### src/rtl/regfile_loader_ctrl.sv
// Register-file loader: streams words into registers 0..LOAD_COUNT-1,
// optionally clears them, or hands the file to the CPU (RUN).
// Ports: clk, reset (async, active-high); commands start_load,
//   start_clear, run, halt; stream load_data/load_valid/load_ready;
//   MAU port mau_clk_en/mau_address/mau_data_write/mau_wren;
//   status alive, busy, done.
// Build macro REGFILE_CLEAR_EN enables the CLEAR state and start_clear.
module regfile_loader_ctrl #(
  parameter int LOAD_COUNT = 32
) (
  input  logic        clk,
  input  logic        reset,
  input  logic        start_load,
  input  logic        start_clear,
  input  logic        run,
  input  logic        halt,
  input  logic [31:0] load_data,
  input  logic        load_valid,
  output logic        load_ready,
  output logic        mau_clk_en,
  output logic [31:0] mau_address,
  output logic [31:0] mau_data_write,
  output logic        mau_wren,
  output logic        alive,
  output logic        busy,
  output logic        done
);

  localparam logic [4:0] LastIdx = 5'(LOAD_COUNT - 1);

`ifdef REGFILE_CLEAR_EN
  typedef enum logic [1:0] {
    IDLE  = 2'd0,
    LOAD  = 2'd1,
    CLEAR = 2'd2,
    RUN   = 2'd3
  } state_t;
`else
  typedef enum logic [1:0] {
    IDLE = 2'd0,
    LOAD = 2'd1,
    RUN  = 2'd3
  } state_t;
`endif

  state_t      state_q;
  state_t      state_d;
  logic [4:0]  idx_q;
  logic [4:0]  idx_d;
  logic        wr_q;
  logic        wr_d;
  logic [31:0] addr_q;
  logic [31:0] addr_d;
  logic [31:0] data_q;
  logic [31:0] data_d;
  logic        done_q;
  logic        done_d;
  logic        alive_q;
  logic        alive_d;

`ifndef REGFILE_CLEAR_EN
  logic unused_start_clear;
  assign unused_start_clear = start_clear;
`endif

  always_comb begin
    state_d = state_q;
    idx_d   = idx_q;
    wr_d    = 1'b0;
    addr_d  = '0;
    data_d  = '0;
    done_d  = 1'b0;
    case (state_q)
      IDLE: begin
`ifdef REGFILE_CLEAR_EN
        if (start_clear) begin
          state_d = CLEAR;
          idx_d   = '0;
        end else
`endif
        if (start_load) begin
          state_d = LOAD;
          idx_d   = '0;
        end else if (run) begin
          state_d = RUN;
        end
      end
      LOAD: begin
        if (halt) begin
          state_d = IDLE;
        end else if (load_valid) begin
          wr_d   = 1'b1;
          addr_d = {25'b0, idx_q, 2'b00};
          data_d = load_data;
          // Hold the index on the last word so it never wraps.
          if (idx_q == LastIdx) begin
            state_d = IDLE;
            done_d  = 1'b1;
          end else begin
            idx_d = idx_q + 5'd1;
          end
        end
      end
`ifdef REGFILE_CLEAR_EN
      CLEAR: begin
        if (halt) begin
          state_d = IDLE;
        end else begin
          wr_d   = 1'b1;
          addr_d = {25'b0, idx_q, 2'b00};
          if (idx_q == LastIdx) begin
            state_d = IDLE;
            done_d  = 1'b1;
          end else begin
            idx_d = idx_q + 5'd1;
          end
        end
      end
`endif
      RUN: begin
        if (halt) state_d = IDLE;
      end
      default: state_d = IDLE;
    endcase
    alive_d = (state_d == RUN);
  end

  always_ff @(posedge clk or posedge reset) begin
    if (reset) begin
      state_q <= IDLE;
      idx_q   <= '0;
      wr_q    <= 1'b0;
      addr_q  <= '0;
      data_q  <= '0;
      done_q  <= 1'b0;
      alive_q <= 1'b0;
    end else begin
      state_q <= state_d;
      idx_q   <= idx_d;
      wr_q    <= wr_d;
      addr_q  <= addr_d;
      data_q  <= data_d;
      done_q  <= done_d;
      alive_q <= alive_d;
    end
  end

  assign load_ready     = (state_q == LOAD) && !halt;
  assign mau_clk_en     = wr_q;
  assign mau_wren       = wr_q;
  assign mau_address    = addr_q;
  assign mau_data_write = data_q;
  assign done           = done_q;
  assign alive          = alive_q;
`ifdef REGFILE_CLEAR_EN
  assign busy = (state_q == LOAD) || (state_q == CLEAR);
`else
  assign busy = (state_q == LOAD);
`endif

endmodule

### config.mk
export PLATFORM = sky130hd
export DESIGN_NAME = regfile_loader_ctrl
export DESIGN_NICKNAME = d
export VERILOG_FILES = /design/src/rtl/regfile_loader_ctrl.sv
export SDC_FILE = /design/constraint.sdc
export NUM_CORES = 1
export LEC_CHECK = 0
export CORE_MARGIN = 8
export CORE_UTILIZATION = 35
export CTS_CLUSTER_DIAMETER = 50
export DETAILED_ROUTE_END_ITERATION = 10
export GPL_TIMING_DRIVEN = 0
export PLACE_DENSITY = 0.75
export SLEW_MARGIN = 20
export SYNTH_ARGS = -nofsm -noshare
export SYNTH_HDL_FRONTEND = slang
export SYNTH_SLANG_ARGS = --single-unit
### constraint.sdc
create_clock -name clk -period 2.2 [get_ports clk]
set_clock_uncertainty 0.1 [all_clocks]
set_input_delay 0.55 -clock clk [delete_from_list [all_inputs] [get_ports clk]]
set_output_delay 0.55 -clock clk [all_outputs]
set_load 0.02 [all_outputs]
======== After elaboration in Yosys (flattened, before gate mapping) ========
Index checks and enable logic that the tools add are counted.
storage, ports and cells
  flip-flop bits (word level) ............. 74
  bits in latches ......................... 0
  RAM bits ................................ 0
  ROM bits ................................ 0
  output and inout port bits .............. 70
  logic and storage cells ................. 46
  memories kept ........................... 0
operators by class
  add/sub/neg operators ................... 1
  multiply operators ...................... 0
  div/mod/pow operators ................... 0
  order comparisons ....................... 0
  equality and inequality tests ........... 8
  shifts and indexed selects .............. 0
  muxes and demuxes ....................... 25
  bitwise logic cells ..................... 0
  reduce and logical (&&, ||, !) cells .... 5
operators with widths
  kind                   count
  $mux W32               3
  $mux W7                3
  $mux W5                4
  $mux W2                6
  $pmux W5 S2            1
  $ne A2 B2 Y1 const B   4
  $mux W1                7
  $pmux W2 S3            1
  $add A5 B1 Y5 const B  1
  $eq A5 B5 Y1 const B   1
  $reduce_and A5 Y1      1
  $eq A2 B2 Y1 const B   2
  $eq A2 B1 Y1 const B   1
  $logic_not A2 Y1       1
  $reduce_bool A2 Y1     1
  $logic_and A1 B1 Y1    1
  $logic_not A1 Y1       1

======== Depth between registers and ports, before layout ========
  depth in word-level cells ............... 6
  mapped depth ............................ 6
  gate-level depth less buffers ........... 6

======== Worst setup path before layout ========
No wires, ideal clock.
  path type ............................... flip-flop to flip-flop
  from .................................... reg idx_q[0]
  to ...................................... reg idx_q[2]
  library setup time ...................... 0.122 ns
  data arrival time ....................... 1.593 ns
  required time ........................... 1.978 ns
  slack ................................... 0.386 ns
  cell stages (with the launch flop) ...... 7
  period minus slack after synthesis ...... 1.814 ns
  path through ............................ dfrtp_1 ha_1 and3_1 ha_1 and4bb_1 o221ai_1 a32o_1
on the way
  word-level cells in the longest chain between the ends .. 5
RTL lines
  item                    RTL line  RTL
  start, declared         48        logic [4:0] idx_q;
  start signal, assigned  139       idx_q <= idx_d;
  $add A5 B1 Y5           100       idx_d = idx_q + 5'd1;
  $mux W5                 96        if (idx_q == LastIdx) begin
  $mux W5                 91        end else if (load_valid) begin
  $mux W5                 89        if (halt) begin
  $pmux W5 S2             73        case (state_q)
Several ways; a longest one is shown, not always the timed one. The select of a mux whose other input is x is not followed.
A chain may end at the register's enable or synchronous reset.

======== Worst setup path in the final report ========
  from .................................... reg state_q[1]
  to ...................................... out busy
on the way
  word-level cells in the longest chain between the ends .. 1
RTL lines
  item                    RTL line  RTL
  start, declared         46        state_t state_q;
  start signal, assigned  138       state_q <= state_d;
  $eq A2 B1 Y1            158       assign busy = (state_q == LOAD);
  end, declared           25        output logic busy,
No other way between the ends.

==> summary.md <==
| Metric | Value |
|---|---|
| Initial antenna violation count | `0` |
| Worst Setup End Kind | `output port` |
| Clk network pwr share | `30.2%` |
| Slew Viols, Final | `0` |
| Max-Cap Viols | `0` |
| Core Area | `0.00541 mm²` |
| Final Hold Vio Count | `0` |
| Slowest stage delay, CP | `0.43 ns` |
| WL/cell | `12.6 µm` |
| Synth cell count leaders | `47 x dfrtp_1, 38 x and2_1, 31 x buf_4` |
| Root Driver | `clkbuf_8` |
| Diode count | `0` |
| Hold path cells | `1` |
| Setup TNS | `0 ns` |
| Register bit count reported by yosys | `47` |
| Critical Path Slowest Stage Cell | `dfrtp_1` |
| H-tree depth | `2` |
| DRC | `0` |
| Total track usage | `10.6%` |
| Crit path cell chain | `nand2b_1 > inv_1 > dlygate4sd2_1` |
| PwrDens | `776 mW/mm²` |
| Post-Place Cells | `330` |
| Crit path time final | `2.00 ns` |
| RSZ-0062 raised after global routing | `false` |
| Number of flops mapped to enable cells by yosys | `0` |
| CP max FO | `5` |
| Sequential area share after synthesis | `61.5%` |
| Maximum VDD drop | `0.383 mV` |
| Sw Share | `27.1%` |
| # setup viols final | `0` |
| Delay-heaviest family, CP | `buffers and inverters` |
| Total die area | `0.00808 mm²` |
| Cell Area, Synth | `0.00191 mm²` |
| Worst EP arrival | `1.35 ns` |
| TritonCTS clock tree | `done` |
| Area grow syn2layout | `59.4%` |
| Min-delay worst type | `flip-flop to flip-flop` |
| Reg power frac | `42.8%` |
| Yosys top cell by area | `dfrtp_1` |
| Vias | `1341` |
| Post-synthesis async set-or-reset flop share | `100%` |
| FP Rows | `27` |
| TritonCTS Buffers | `5` |
| Synth Instances | `151` |
| Status | `completed` |
| Clock sinks | `47` |
| CTS max path bufs | `2` |
| I/O pin cnt | `109` |
| Worst Path Buf+Inv | `2` |
| Comb pwr share | `27.1%` |
| Pint | `0.00173 W` |
| Most numerous cell in the Yosys netlist | `dfrtp_1` |
| Yosys Warn Count | `0` |
| Reg2Reg Depth | `6` |
| # nets final | `306` |
| Worst Setup Start Kind | `flip-flop` |
| Leak Pwr | `1.51 nW` |
| Post-synth cell types | `26` |
| Vias in the first global route | `1387` |
| Worst path required time | `1.55 ns` |
| DRT antenna net count | `0` |
| P_sw | `0.000640 W` |
| Kind of critical path | `flip-flop to output port` |
| Clock Pin Slew Worst Setup and Hold Paths | `0.08 ns` |
| First-pass GRT wire length | `7.02 mm` |
| Achievable frequency | `0.500 GHz` |
| Skew-Pair Late Insertion Delay | `0.28 ns` |
| Most used DFF post-synth | `dfrtp_1` |
| Total Power | `0.00237 W` |
| Synth area leaders | `dfrtp_1 62%, and2_1 12%, buf_4 12%, ha_1 1.3%, inv_1 1.2%` |
| Final wirelength | `4.27 mm` |
| Initial Util | `35.4%` |
| Gpl congestion | `0.753` |
| Tcrit/Tclk final | `91.0%` |
| Share of the synthesized area in the top cell type | `61.5%` |
| Die width | `89.9 µm` |
| HPWL Detailed | `3.49 mm` |
| Pin count of the biggest net entering global routing | `35` |
| Share of cells above drive strength 1 | `17.3%` |
| Crit path depth | `3` |
| Cell Count, Final, Fillers Out | `338` |
| Detailed-router iteration count before antenna repair | `3` |
| DR iter-0 viols | `21` |
| Gr ovfl total | `0` |
| I/O Buffers | `80` |
| Die Y | `89.9 µm` |
| Avg Inst Size Synth | `12.7 µm²` |
| Via density | `3.97` |
[power groups by stage]
stage / logic (W) / registers (W) / clock network, W
finish: 0.000640 / 0.00101 / 0.000714
global placement: 0.000651 / 0.00103 / 0
CTS: 0.000651 / 0.00101 / 0.000733
detailed placement: 0.000661 / 0.00103 / 0
global route: 0.000698 / 0.00102 / 0.000774
floorplan: 0.000301 / 0.00110 / 0
[worst register-to-register path, delay by kind of cell, from the launching register on]
kind / cells / cell delay, ns
adders and majority gates: 2 / 0.48
and+or+nand+nor: 2 / 0.48
DFF: 1 / 0.43
AOI/OAI and AO/OA: 2 / 0.36
[kinds of logic after synthesis]
family / share of synthesized area, %
fa+ha+maj: 1.31
compound gates: 5.17
other cells: 0.196
mux: 0.524
flops: 61.5
buf+inv: 13.9
simple gates: 17.3
[per-stage QoR]
stage	hold WS, ns	utilization (%)	setup slack [ns]	cell area (µm²)
after CTS	0.432	56.4	0.0267	3050
after global placement	0.399	53.7	-0.447	2900
final	0.418	56.4	0.199	3050
after global routing	0.463	56.4	0.101	3050
after detailed placement	0.415	54.0	-0.237	2920
after floorplan	0.372	-	0.386	2010
[routing by layer]
layer	vias up	track usage (%)	routed length, µm
met1	604	12.8	1940
met3	4	5.74	491
met2	82	15.8	1810
li1	651	-	-
met4	0	2.91	25
met5	-	0	0
[path summary, 6_finish.rpt]
path                                           start                          end  slack, ns
worst max-delay path            state_q[1]$_DFF_PP0_                         busy       0.20
worst min-delay path            idx_q[4]$_DFFE_PP0P_     mau_address[6]$_DFF_PP0_       0.42
worst max register to register  idx_q[0]$_DFFE_PP0P_         idx_q[2]$_DFFE_PP0P_       0.24
worst min register to register  idx_q[4]$_DFFE_PP0P_     mau_address[6]$_DFF_PP0_       0.42
max in group asynchronous                      reset  mau_data_write[0]$_DFF_PP0_       1.10
min in group asynchronous                      reset         mau_clk_en$_DFF_PP0_       0.44
[registers in the layout, indices dropped and copies added (netlist names)]
name,cells
mau_clk_en,1
state_q,2
done,1
mau_data_write,32
mau_address,5
idx_q,5
alive,1
[timing repair]
action,4_1_cts,5_1_grt
resized for setup,2,2
buffers inserted,0,0
hold buffers,0,0
setup endpoints to repair,2,1
gates cloned,0,0
[cell usage in the layout (no fill, tap or decap), types with 2 or more instances in the layout]
master / count
o31ai_1: 3
dfrtp_1: 47
conb_1: 27
a32o_1: 2
nor2b_1: 2
clkdlybuf4s50_1: 78
ha_1: 2
inv_1: 5
and2_1: 38
bufinv_16: 2
buf_4: 31
nor2_1: 2
clkbuf_8: 5
and3_1: 2
[cell type report]
cell class	count	area (µm²)
plain buffers	32	244
clock buffers	6	72.6
clock inverters	2	60.1
fillers	459	2360
inverters	6	22.5
multi-input cells	92	567
flip-flops and latches	47	1180
well taps	72	90.1
repair buffers	81	815
Power figures use the tool's default switching activity.
